--- src/rtl/td_defuzzy_seq.sv ---
// rtl/td_defuzzy_seq.sv - interval type-2 defuzzifier: 3-set accumulate + serial restoring divide
// Optional TD_DEFUZZY_ROUND_EN: round-half-up on the final quotient instead of floor.
module td_defuzzy_seq #(
  parameter logic [7:0] POS_1    = 8'd0,
  parameter logic [7:0] POS_2    = 8'd128,
  parameter logic [7:0] POS_3    = 8'd255,
  parameter logic [7:0] ZERO_OUT = 8'd0
) (
  input  logic       clk,
  input  logic       rst,
  input  logic       inicio,
  input  logic [7:0] FOU_1_UP,
  input  logic [7:0] FOU_2_UP,
  input  logic [7:0] FOU_3_UP,
  input  logic [7:0] FOU_1_LOW,
  input  logic [7:0] FOU_2_LOW,
  input  logic [7:0] FOU_3_LOW,
  output logic       ocupado,
  output logic       pronto,
  output logic       erro_div,
  output logic [7:0] saida
);

  typedef enum logic [2:0] {S_IDLE, S_ACCUM, S_CHECK, S_DIV, S_RESULT, S_DONE} state_t;

  state_t      state;
  logic [8:0]  f1, f2, f3;
  logic [4:0]  cnt;
  logic [18:0] num;
  logic [10:0] den;
  logic [10:0] rem;

  logic [8:0]  f_sel;
  logic [7:0]  pos_sel;
  logic [16:0] prod;
  logic [11:0] rem_sh;
  logic [10:0] rem_sub;
  logic        ge;
  logic        round_up;
  logic [19:0] q_adj;
  logic [7:0]  q_sat;

  always_comb begin
    f_sel   = f1;
    pos_sel = POS_1;
    case (cnt[1:0])
      2'd1: begin f_sel = f2; pos_sel = POS_2; end
      2'd2: begin f_sel = f3; pos_sel = POS_3; end
      default: ;
    endcase
  end

  assign prod = {8'd0, f_sel} * {9'd0, pos_sel};

  // num doubles as the quotient shift register: dividend bits leave at the top, quotient bits enter at the bottom.
  assign rem_sh  = {rem, num[18]};
  assign ge      = (rem_sh >= {1'b0, den});
  assign rem_sub = rem_sh[10:0] - den;

`ifdef TD_DEFUZZY_ROUND_EN
  assign round_up = ({rem, 1'b0} >= {1'b0, den});
`else
  assign round_up = 1'b0;
`endif

  assign q_adj = {1'b0, num} + {19'd0, round_up};
  assign q_sat = (q_adj > 20'd255) ? 8'hff : q_adj[7:0];

  always_ff @(posedge clk or posedge rst) begin
    if (rst) begin
      state    <= S_IDLE;
      f1       <= '0;
      f2       <= '0;
      f3       <= '0;
      cnt      <= '0;
      num      <= '0;
      den      <= '0;
      rem      <= '0;
      ocupado  <= 1'b0;
      pronto   <= 1'b0;
      erro_div <= 1'b0;
      saida    <= '0;
    end else begin
      pronto <= 1'b0;
      case (state)
        S_IDLE: begin
          if (inicio) begin
            f1      <= {1'b0, FOU_1_UP} + {1'b0, FOU_1_LOW};
            f2      <= {1'b0, FOU_2_UP} + {1'b0, FOU_2_LOW};
            f3      <= {1'b0, FOU_3_UP} + {1'b0, FOU_3_LOW};
            num     <= '0;
            den     <= '0;
            rem     <= '0;
            cnt     <= '0;
            ocupado <= 1'b1;
            state   <= S_ACCUM;
          end
        end
        S_ACCUM: begin
          num <= num + {2'd0, prod};
          den <= den + {2'd0, f_sel};
          cnt <= cnt + 5'd1;
          if (cnt == 5'd2) begin
            cnt   <= '0;
            state <= S_CHECK;
          end
        end
        S_CHECK: begin
          cnt   <= '0;
          state <= (den == '0) ? S_RESULT : S_DIV;
        end
        S_DIV: begin
          rem <= ge ? rem_sub : rem_sh[10:0];
          num <= {num[17:0], ge};
          cnt <= cnt + 5'd1;
          if (cnt == 5'd18) state <= S_RESULT;
        end
        S_RESULT: begin
          pronto <= 1'b1;
          if (den == '0) begin
            saida    <= ZERO_OUT;
            erro_div <= 1'b1;
          end else begin
            saida    <= q_sat;
            erro_div <= 1'b0;
          end
          state <= S_DONE;
        end
        S_DONE: begin
          ocupado <= 1'b0;
          state   <= S_IDLE;
        end
        default: begin
          ocupado <= 1'b0;
          state   <= S_IDLE;
        end
      endcase
    end
  end

endmodule

--- config.mk ---
export PLATFORM = sky130hd
export DESIGN_NAME = td_defuzzy_seq
export DESIGN_NICKNAME = d
export VERILOG_FILES = /design/src/rtl/td_defuzzy_seq.sv
export SDC_FILE = /design/constraint.sdc
export NUM_CORES = 1
export LEC_CHECK = 0
export ABC_CLOCK_PERIOD_IN_PS = 11950
export CELL_PAD_IN_SITES_DETAIL_PLACEMENT = 1
export CELL_PAD_IN_SITES_GLOBAL_PLACEMENT = 2
export CORE_ASPECT_RATIO = 1.75
export CORE_MARGIN = 2
export CORE_UTILIZATION = 44
export DETAILED_ROUTE_END_ITERATION = 7
export DONT_BUFFER_PORTS = 1
export PLACE_DENSITY_LB_ADDON = 0.1
export SLEW_MARGIN = 15
export SYNTH_ARGS = -nofsm -noshare
export SYNTH_HDL_FRONTEND = slang
export SYNTH_SLANG_ARGS = --single-unit
--- constraint.sdc ---
create_clock -name clk -period 11.95 [get_ports clk]
set_clock_uncertainty 0.1 [all_clocks]
set_input_delay 1.7925 -clock clk [delete_from_list [all_inputs] [get_ports clk]]
set_output_delay 1.7925 -clock clk [all_outputs]
set_load 0.1 [all_outputs]
# Word-level counts from Yosys, hierarchy flattened
# Index checks and enable logic that the tools add are counted.
[word_totals]
regBits = 87
in_bits = 51
out_inout_bits = 11
word_cells = 70
[op_classes]
n_addsub = 7
n_mul = 1
magnitude_cmp = 2
n_eq_ne = 11
n_mux = 22
n_bitwise = 1
reduce_logical = 14
[ops]
columns = ["operator", "count"]
rows = [
  ["$pmux 19 s3", 1],
  ["$pmux 11 s2", 2],
  ["$add 8x8->9", 3],
  ["$mux 11", 2],
  ["$pmux 5 s4", 1],
  ["$add 19x17->19", 1],
  ["$gt 19x8->1 const B", 1],
  ["$mux 19", 1],
  ["$pmux 9 s2", 1],
  ["$mul 9x8->17", 1],
  ["$mux 8", 2],
  ["$pmux 8 s2", 1],
  ["$pmux 3 s5", 1],
  ["$ge 12x11->1", 1],
  ["$mux 3", 4],
  ["$reduce_and 2->1", 6],
  ["$add 11x9->11", 1],
  ["$logic_not 11->1", 1],
  ["$sub 11x11->11", 1],
  ["$mux 5", 2],
  ["$eq 3x2->1 const B", 2],
  ["$ne 2x2->1 const B", 3],
  ["$add 5x1->5 const B", 1],
  ["$eq 5x2->1 const B", 1],
  ["14 further kinds", 17],
]

# Depth between registers and ports, before layout
# Gate-level depths: netlist of the first run.
[depth]
word_depth = 5
ltp_mapped = 23
ltp_nobuf = 22

# Worst setup path after synthesis of the first run
# Ideal clock, no wire load.
[synth_path]
path_type = "reg-to-reg"
start = "register cnt[0]"
end = "register num[17]"
setup_time_ns = 0.128
t_arrival_ns = 5.351
t_required_ns = 11.722
slack_ns = 6.372
stages_incl_launch_ff = 20
path_buffers = 2
period_less_slack_ns = 5.578
cell_sequence = "dfrtp_1 -> inv_1 -> ha_1 -> buf_2 -> buf_2 -> mux2_2 -> nand2_1 -> inv_1 -> fa_1 -> inv_1 -> fa_1 -> fa_1 -> fa_1 -> inv_1 -> ha_1 -> a2111oi_2 -> a22oi_2 -> a41o_1 -> a222oi_1 -> nand2_1"
[synth_between]
elab_chain_len = 5
word_cells_on_any_way = 7
classes_between = "add/sub: 1; mul: 1; eq/ne: 2; mux: 3"
[synth_rtl]
columns = ["element", "line_no", "text"]
rows = [
  ["start, declared", "28", "logic [4:0] cnt;"],
  ["start signal, assigned", "102", "cnt <= cnt + 5'd1;"],
  ["start signal, assigned", "115", "cnt <= cnt + 5'd1;"],
  ["$eq 2x2->1 or $eq 2x1->1 (tied branches)", "46", "case (cnt[1:0])"],
  ["$pmux 9 s2 or $pmux 8 s2 (tied branches)", "46", ""],
  ["$mul 9x8->17 (*)", "53", "assign prod = {8'd0, f_sel} * {9'd0, pos_sel};"],
  ["$add 19x17->19 (*)", "100", "num <= num + {2'd0, prod};"],
  ["$pmux 19 s3 (*)", "85", "case (state)"],
  ["end signal, assigned", "100", ""],
  ["end signal, assigned", "114", "num <= {num[17:0], ge};"],
  ["end, declared", "29", "logic [18:0] num;"],
]
# Every way passes the cells marked *; elsewhere a longest branch is shown, timed or not.
# A chain may end at the register's enable or synchronous reset.

# Worst setup path in the final report of the first run
# Same ends and word-level chain as after synthesis.

==> summary.md, run 1 <==
| Metric | Value |
|---|---|
| Critical path required time | between 10000 and 15000 ps |
| Critical Path AT | approximately 6600 ps |
| Async SR Flop Fraction | 100.0% |
| R2r startpoint | cnt[0] |
| WHS Path Cells | 2 |
| Gpl congestion | around 0.9 |
| WHS | slightly above 400 ps |
| Dpl hpwl | 18870 um |
| Area contributors post-synth | dfrtp_1 26%, ha_1 14%, fa_1 13%, inv_1 5.9%, o21ai_0 5.3% |
| Hold Violations, Final | 0 |
| All-Layer GR Usage | around a quarter |
| Clock H-tree levels | 3 |
| Root buf cell | clkbuf_16 |
| Largest net degree at the start of global routing | between 50 and 60 |
| Setup TNS | 0 ps |
| Register area | ~0.0022 sq mm |
| Largest family of logic cells by synthesized area | adder cells |
| DRC viols | 0 |
| Cts hold-fix bufs | 0 |
| Synth top area share | between 20% and 30% |
| Grt total ovfl | 0 |
| Starting Density | between 40 and 50% |
| RSZ-0062 raised after global routing | no |
| HP Start | f1[6] |
| Avg Inst Size Synth | slightly below 9 sq um |
| CTS tree | done |
| Final instance area | about 0.009 sq mm |
| Multiplexer share of the synthesized area | around 2.8% |
| Netlist cell types | 66 |
| Synth Area in Compound Gates | between 10% and 20% |
| Commonest non-fill, non-tap cell in the layout | inv_1 |
| Hold EP | f1[6] |
| Yosys top cell by area | dfrtp_1 |
| Max-cap violations | 0 |
| Synthesized area | 0.008389 sq mm |
| Sequential-to-total area share from yosys stat | about a quarter |
| Min Clock Period, post-route | 6426 ps |
| # rows | 66 |
| Synth Instances | between 900 and 1000 |
| Reg2reg setup slack | 5520 ps |
| Die Ht | approximately 190 um |
| RR Endpoint | num[17] |
| Clock Tree Buf Depth | 2 |
| Setup Buffers After CTS | 0 |
| Worst-path fanout max | 23 |
| CTS Sinks | 87 |
| Hold crit path type | flop to flop |
| Fill cells | between 2000 and 2500 |
| Xor and xnor area share after synthesis | a little over 4% |
| Initial antenna violation count | 0 |
| Die width | around 110 um |
| Drt pass-1 iters | 4 |
| Status | finished clean |
| Vias | just under 7000 |
| Worst setup path category | flop to flop |
| Area growth syn-to-layout | 6.279% |
| Simple-gate area share of the yosys netlist | 13.81% |
| Setup violations, final | 0 |
| Share of cells above drive strength 1 | 4.947% |
| Ratio of final minimum period to clock period | between 50% and 60% |
| Vias per cell | between 5 and 6 |
| Nets | 1144 |
| Vias in the first global route | just under 8000 |
| FF+latch count, synth | 87 |
| Most common flop cell mapped by yosys | dfrtp_1 |
| Adder-Cell Fraction of Synth Area | between 20% and 30% |
| Detailed Route WL | approximately 23000 um |
| Startpoint types | flop |
| Die footprint | 0.02023 sq mm |
| Syn_nets | 1155 |
| ANT cells | 0 |
| Post-CTS sizing | 0 |
| Total CTS buffers | 9 |
| First-pass GRT wire length | roughly 39000 um |
| Worst r2r path cells | 22 |
| Max Clk Rate | 155.6 MHz |
| Slew @ Worst Pin | 1016 ps |
| Buffers on Ports | 0 |
| DP Area | 0.008608 sq mm |
| Core footprint | around 0.019 sq mm |
| Final Slew Violations | 0 |
| Commonest non-fill, non-tap cells in the layout | 131 x inv_1, 94 x ha_1, 89 x o21ai_0 |
| Detail Route Antenna Nets | 0 |
| Crit end category | flop |
| Post-synth EDFFs | 0 |
| Wire per inst | a little under 20 um |
| Clk_lat worst skew | 360 ps |
| Ports | 62 |
| Iteration-0 DRC Markers | ~240 |
| Area occupied by multi-input gates | 0.005592 sq mm |
| Rel. slew slack | about a third |
| Ys Warns | 0 |
| Worst-path clk slew | 70 ps |
## Yosys cell counts (3+ instances only)
library cell and count:
inv_1 132, ha_1 94, o21ai_0 89, dfrtp_1 87, nand2_1 79, nor2_1 62, fa_1 54, a21oi_1 44
nand3_1 24, nor3_1 21, mux2i_1 20, xnor2_1 20, xor2_1 19, nand2b_1 14, clkbuf_1 13, a22oi_1 11
a31oi_1 11, o21ai_1 11, a211oi_1 10, a21o_1 10, buf_2 10, o21a_1 10, or2_2 9, o31ai_1 8
nor2b_1 7, o211ai_1 7, a22o_1 6, and3_1 6, nor4_1 5, and2_1 4, buf_1 4, nand4_1 4
o21bai_1 4, mux2_2 3
## layer usage
layer | vias to the layer above | track usage, % | part of all wire, % | routed length (um)
li1 | 3261 | - | - | -
met3 | 48 | 2.410 | 2.3 | 526
met5 | - | 0 | 0 | 0
met2 | 112 | 48.31 | 57 | 13210
met1 | 3453 | 25.72 | 38 | 8694
met4 | 0 | 9.467 | 3.1 | 727
## per-stage QoR
step | setup slack, ps | utilization (%) | std cells
3_5_place_dp | 5541 | 46.13 | 1172
4_1_cts | 5507 | 47.77 | 1188
5_1_grt | 5006 | 47.77 | 1188
3_3_place_gp | 5805 | 46.13 | 1172
2_1_floorplan | 6372 | - | 956
6_report | 5524 | 47.77 | 1188
## worst max-delay path, stage by stage (launching register included)
cell,delay [ps]
dfrtp_1,440
inv_1,110
ha_1,640
a22oi_1,190
o21ai_1,380
inv_1,180
and3_1,230
a31oi_1,130
o22ai_1,90
ha_1,220
a31o_2,230
fa_1,480
fa_1,560
inv_1,60
fa_1,530
inv_1,40
ha_1,360
o21a_1,220
o21ai_0,210
a22oi_2,150
a41o_1,330
a222oi_1,310
nand2_1,90
## worst max-delay path by stage
stage,from,end,cells past startpoint
6_report,cnt[0],num[17],22
5_1_grt,cnt[0],num[18],19
4_1_cts,cnt[0],num[18],22
3_5_place_dp,cnt[0],num[18],22
3_3_place_gp,cnt[0],num[17],22
2_1_floorplan,cnt[0],num[17],19
## flip-flops by register name (all words and copies together), names as in the netlist
register	cells
erro_div	1
state	3
f3	9
f1	9
rem	11
f2	9
den	11
ocupado	1
saida	8
pronto	1
cnt	5
num	19
## layout make-up
type / instances / area share, %
Multi-Input combinational cell: 709 / 62.71
Clock inverter: 5 / 0.7297
Inverter: 132 / 5.571
Clock buffer: 11 / 2.722
Sequential cell: 87 / 24.42
Timing Repair Buffer: 6 / 0.5052
Tap cell: 238 / 3.340
## kinds of logic after synthesis
group	count (synthesis)
mux	23
flops	87
xor+xnor	39
compound gates	253
simple gates	246
fa+ha+maj	148
buf+inv	160
Power of run 1 is left out: the tool's default activity adds up to more than one toggle a clock period on the data nets, which glitch-free logic cannot reach.
==> inputs of run 2 (changes only) <==
--- a/config.mk
+++ b/config.mk
@@ -5,12 +5,12 @@
 export SDC_FILE = /design/constraint.sdc
 export NUM_CORES = 1
 export LEC_CHECK = 0
-export ABC_CLOCK_PERIOD_IN_PS = 11950
+export ABC_CLOCK_PERIOD_IN_PS = 5300
 export CELL_PAD_IN_SITES_DETAIL_PLACEMENT = 1
 export CELL_PAD_IN_SITES_GLOBAL_PLACEMENT = 2
 export CORE_ASPECT_RATIO = 1.75
 export CORE_MARGIN = 2
-export CORE_UTILIZATION = 44
+export CORE_UTILIZATION = 37
 export DETAILED_ROUTE_END_ITERATION = 7
 export DONT_BUFFER_PORTS = 1
 export PLACE_DENSITY_LB_ADDON = 0.1
==> constraint.sdc (replaced) <==
create_clock -name clk -period 5.3 [get_ports clk]
set_clock_uncertainty 0.1 [all_clocks]
set_input_delay 0.795 -clock clk [delete_from_list [all_inputs] [get_ports clk]]
set_output_delay 0.795 -clock clk [all_outputs]
set_load 0.1 [all_outputs]
==> summary.md, run 2 (synthesis gave the netlist of run 1 again) <==
| Metric | Value |
|---|---|
| Critical Path Start | cnt[1] |
| Slew @ Worst Pin | 999.7 ps (-15.99 ps) |
| Total CTS buffers | 9 (unchanged) |
| CP Capture Point | num[17] |
| RR Endpoint | num[17] |
| Critical Path AT | 5430 ps (-1130 ps) |
| Buffers on Ports | 0 (unchanged) |
| Startpoint types | flop |
| Max-cap violations | 0 (unchanged) |
| Final instance area | 0.01026 sq mm (+15%) |
| Initial antenna violation count | 0 (unchanged) |
| DRC viols | 0 (unchanged) |
| DP Area | 0.009263 sq mm (+7.6%) |
| Worst r2r path cells | 23 (+4.5%) |
| Vias in the first global route | 8252 (+6.1%) |
| Top flop regs | num: 19 flops, den: 11 flops, rem: 11 flops |
| Clock Tree Buf Depth | 2 (unchanged) |
| Setup violations, final | 0 (unchanged) |
| Worst path slowest cell | fa_1 |
| CTS Sinks | 87 (unchanged) |
| Reg with most FFs | num |
| Wire per inst | 18.91 um (-3.0%) |
| Reg2reg setup slack | 20 ps (-5510 ps) |
| Commonest non-fill, non-tap cell in the layout | inv_1 |
| Area growth syn-to-layout | 22.28% |
| Die width | 117.8 um (+8.7%) |
| Core footprint | 0.02216 sq mm (+19%) |
| Dpl cells | 1299 (+11%) |
| Gpl congestion | 0.8146 (-7.7%) |
| Min Clock Period, post-route | 5282 ps (-1144 ps) |
| ANT cells | 0 (unchanged) |
| Grt total ovfl | 0 (unchanged) |
| Worst setup path category | flop to flop |
| R2r startpoint | cnt[1] |
| Rel. slew slack | 33.35% (+1.1 points) |
| Ratio of final minimum period to clock period | 99.67% (+46 points) |
| Vias per cell | 5.377 (-7.1%) |
| Delay of the slowest critical-path stage | 540 ps (-100 ps) |
| Max reg flops | 19 (unchanged) |
| All-Layer GR Usage | 21.83% (-2.7 points) |
| Setup TNS | 0 ps (unchanged) |
| Clk_lat worst skew | 370 ps (about the same) |
| First-pass GRT wire length | 41440 um (+7.0%) |
| Crit end category | flop |
| Vias | 7200 (+4.7%) |
| # rows | 72 (+9.1%) |
| Final Non-Filler Cells | 1339 (+13%) |
| Detail Route Antenna Nets | 0 (unchanged) |
| Worst-path fanout max | 5 (-78%) |
| Drt pass-1 iters | 6 (+2) |
| Final Slew Violations | 0 (unchanged) |
| CTS tree | done |
| Max Clk Rate | 189.3 MHz (+22%) |
| Hold Violations, Final | 0 (unchanged) |
| Worst path cell trace | ha_4, bufbuf_16, o21ai_4, inv_2, and3_4, a31oi_4, o22ai_2, ha_4, a31o_2, fa_2, fa_1, inv_2, fa_1, inv_2, ha_4, buf_4, o21a_1, o21ai_2, a22oi_2, a41o_1, buf_4, o211a_1, nand2_1 |
| Iteration-0 DRC Markers | 198 (-19%) |
| Status | finished clean |
| Commonest non-fill, non-tap cells in the layout | 113 x inv_1, 87 x buf_4, 86 x dfrtp_1 |
| Detailed Route WL | 25320 um (+9.4%) |
| Nets | 1237 (+8.1%) |
| Root buf cell | clkbuf_16 |
| Ports | 62 (unchanged) |
| Starting Density | 37.86% (-7.1 points) |
| Die Ht | 203.2 um (+8.9%) |
| Share of cells above drive strength 1 | 21.09% (+16 points) |
| Dpl hpwl | 20160 um (+6.9%) |
| Largest net degree at the start of global routing | 56 (unchanged) |
| Die footprint | 0.02394 sq mm (+18%) |
| Clock H-tree levels | 3 (unchanged) |
| Hold crit path type | input pin to async pin |
| RSZ-0062 raised after global routing | yes |
| Critical path required time | 5450 ps (-6640 ps) |
| Worst-path clk slew | 70 ps (about the same) |
| Cts hold-fix bufs | 0 (unchanged) |
## run 2: changes by cell type in the layout (fill, tap and decap cells not counted), moves of 8 or more
cell / delta
buf_4: +81
inv_1: -18
inv_2: +16
ha_1: -14
ha_4: +13
buf_6: +8
## run 2: routing by layer
layer / vias to the layer above / global-route usage, % / wire length (um) / part of all wire [%]
met4: 0 / 9.423 / 921 / 3.6
met1: 3612 / 21.89 / 9380 / 37
met3: 42 / 2.377 / 520 / 2.1
met2: 109 / 44.35 / 14500 / 57
li1: 3437 / - / - / -
met5: - / 0 / 0 / 0
## run 2: what timing repair did
| action | 4_1_cts | 5_1_grt |
|---|---|---|
| cloned | 1 | 0 |
| resized for setup | 53 | 59 |
| buffers inserted | 15 | 10 |
| setup endpoints to repair | 9 | 10 |
| pin swaps | 38 | 50 |
## run 2: stage by stage
step / hold WS [ps] / utilization [%] / worst slack [ps]
finish: 284.9 / 46.29 / 17.52
global route: 336.2 / 46.29 / -157.5
CTS: 297.3 / 44.86 / 1.813
detailed placement: 387.9 / 41.80 / -337.5
global placement: 376.9 / 41.80 / -201.9
floorplan: 344.4 / - / 52.81
## run 2: cell type report
class,instances,area (sq um)
fill,2595,11900
sequential,87,2178
clock inverter,7,72.57
tap,296,370.4
inverter,132,504.2
multi-input combinational,709,6072
timing repair buffer,99,835.8
clock buffer,9,225.2
## run 2: how the worst min path moves through the flow
stage / startpoint / endpoint / slack (ps)
floorplan: f1[4] / f1[4] / 340
global placement: f3[7] / f3[7] / 380
global route: rst / state[1] / 340
detailed placement: f1[6] / f1[6] / 390
CTS: rst / state[1] / 300
finish: rst / state[1] / 280
## run 2: worst max-delay path, delay by kind of cell (launching register included)
family | cells | cell delay (ps)
AOI/OAI and AO/OA | 9 | 1580
adders and majority gates | 6 | 2130
buffers and inverters | 6 | 680
DFF | 1 | 440
and+or+nand+nor | 2 | 240
Power of run 2 is left out for the same reason.
==> inputs of run 3 (changes only) <==
--- a/config.mk
+++ b/config.mk
@@ -9,7 +9,6 @@
 export CELL_PAD_IN_SITES_DETAIL_PLACEMENT = 1
 export CELL_PAD_IN_SITES_GLOBAL_PLACEMENT = 2
 export CORE_ASPECT_RATIO = 1.75
-export CORE_MARGIN = 2
 export CORE_UTILIZATION = 37
 export DETAILED_ROUTE_END_ITERATION = 7
 export DONT_BUFFER_PORTS = 1
==> summary.md, run 3 (synthesis gave the netlist of run 1 again) <==
| Metric | Value |
|---|---|
| RSZ-0062 raised after global routing | yes |
| WHS | 283.5 ps (-1.443 ps) |
| Worst-path fanout max | 7 (+2) |
| CTS Sinks | 87 (unchanged) |
| Clock Tree Buf Depth | 2 (unchanged) |
| Ports | 62 (unchanged) |
| Min Clock Period, post-route | 5184 ps (-98.50 ps) |
| Initial antenna violation count | 0 (unchanged) |
| Vias | 7170 (-0.42%) |
| Max Clk Rate | 192.9 MHz (+1.9%) |
| Critical path required time | 5450 ps (about the same) |
| Root buf cell | clkbuf_16 |
| Max reg flops | 19 (unchanged) |
| Critical Path AT | 5330 ps (-100 ps) |
| Worst path cell trace | buf_6, ha_4, buf_6, a22o_4, mux2_4, nand2_4, inv_6, fa_2, fa_2, fa_1, inv_1, fa_1, inv_2, ha_4, buf_6, a2111oi_4, a22oi_2, a41o_1, a222oi_1, nand2_1 |
| Detail Route Antenna Nets | 0 (unchanged) |
| Gpl congestion | 0.8466 (+3.9%) |
| Largest net degree at the start of global routing | 56 (unchanged) |
| Worst path slowest cell | fa_2 |
| Worst-path clk slew | 70 ps (about the same) |
| Clk_lat worst skew | 360 ps (about the same) |
| ANT cells | 0 (unchanged) |
| Ratio of final minimum period to clock period | 97.81% (-1.9 points) |
| Starting Density | 37.86% (unchanged) |
| Reg with most FFs | num |
| Vias per cell | 5.339 (-0.71%) |
| Die footprint | 0.02330 sq mm (-2.7%) |
| Vias in the first global route | 8130 (-1.5%) |
| DP Area | 0.009265 sq mm (about the same) |
| CP delay by family, top | adder cells |
| Final instance area | 0.01018 sq mm (-0.72%) |
| Hold crit path type | input pin to async pin |
| Share of cells above drive strength 1 | 20.82% (-0.27 points) |
| Buffers on Ports | 0 (unchanged) |
| Hold Violations, Final | 0 (unchanged) |
| Area growth syn-to-layout | 21.40% |
| Iteration-0 DRC Markers | 184 (-7.1%) |
| Rel. slew slack | 31.89% (-1.5 points) |
| Core footprint | 0.02216 sq mm (unchanged) |
| CP dominant cell by count | buf_6 |
| Top flop regs | num: 19 flops, den: 11 flops, rem: 11 flops |
| Crit end category | flop |
| Worst setup path category | flop to flop |
| DRC viols | 0 (unchanged) |
| # rows | 72 (unchanged) |
| First-pass GRT wire length | 42080 um (+1.5%) |
| Post-Route Utilization | 45.96% (-0.33 points) |
| All-Layer GR Usage | 23.70% (+1.9 points) |
| Wire per inst | 19.05 um (+0.76%) |
| Slew @ Worst Pin | 1022 ps (+21.98 ps) |
| Status | finished clean |
| Max-cap violations | 0 (unchanged) |
| Drt pass-1 iters | 4 (-2) |
| Buf/Inv on CP | 6 (unchanged) |
| Commonest non-fill, non-tap cells in the layout | 110 x inv_1, 89 x buf_4, 87 x dfrtp_1 |
| Grt total ovfl | 0 (unchanged) |
| Die Ht | 201.2 um (-0.98%) |
| Nets | 1241 (+0.32%) |
| Clock H-tree levels | 3 (unchanged) |
| Die width | 115.8 um (-1.7%) |
| Final Slew Violations | 0 (unchanged) |
| Startpoint types | flop |
| Delay of the slowest critical-path stage | 570 ps (+30 ps) |
| Dpl hpwl | 20460 um (+1.5%) |
| Detailed Route WL | 25590 um (+1.1%) |
| Total CTS buffers | 9 (unchanged) |
| Commonest non-fill, non-tap cell in the layout | inv_1 |
| Setup violations, final | 0 (unchanged) |
| CTS tree | done |
==> run 3: final cells by class <==
cell class              instances  area, sq um
flip-flops and latches         87         2177
fillers                      2640        11980
inverters                     132        511.7
clock inverters                 5        57.56
well taps                     296        370.4
multi-input cells             709         5996
clock buffers                  11        242.7
repair buffers                103        829.5
==> run 3: timing repair <==
item	in CTS	in global routing
endpoints found under the hold margin	0	0
resized for setup	52	57
setup endpoints to repair	10	12
pin swaps	36	59
hold buffers	0	0
setup buffers	17	11
==> run 3: final timing paths <==
check / startpoint / endpoint / slack [ps] / cells past startpoint
worst min register to register: f1[5] / f1[5] / 390 / 2
min in group clk: f1[5] / f1[5] / 390 / 2
worst max register to register: cnt[0] / num[17] / 120 / 20
worst max-delay path: cnt[0] / num[17] / 120 / 20
max in group asynchronous: rst / den[4] / 3670 / 2
worst min-delay path: rst / state[1] / 280 / 1
==> run 3: metrics by stage <==
step	setup TNS, ps	setup slack [ps]	instances
floorplan	0	52.81	956
global placement	-454.2	-188.3	1301
detailed placement	-1183	-281.3	1301
CTS	0	1.698	1334
global route	-252.4	-89.85	1343
finish	0	116.0	1343
==> run 3: metal layers <==
layer,vias to the layer above,global-route usage (%),part of all wire [%],wire [um]
met5,-,0,0,0
li1,3463,-,-,-
met1,3566,24.26,37,9532
met4,0,9.020,3.1,798
met2,100,46.81,58,14780
met3,41,2.952,1.8,473
Power of run 3 is left out for the same reason.
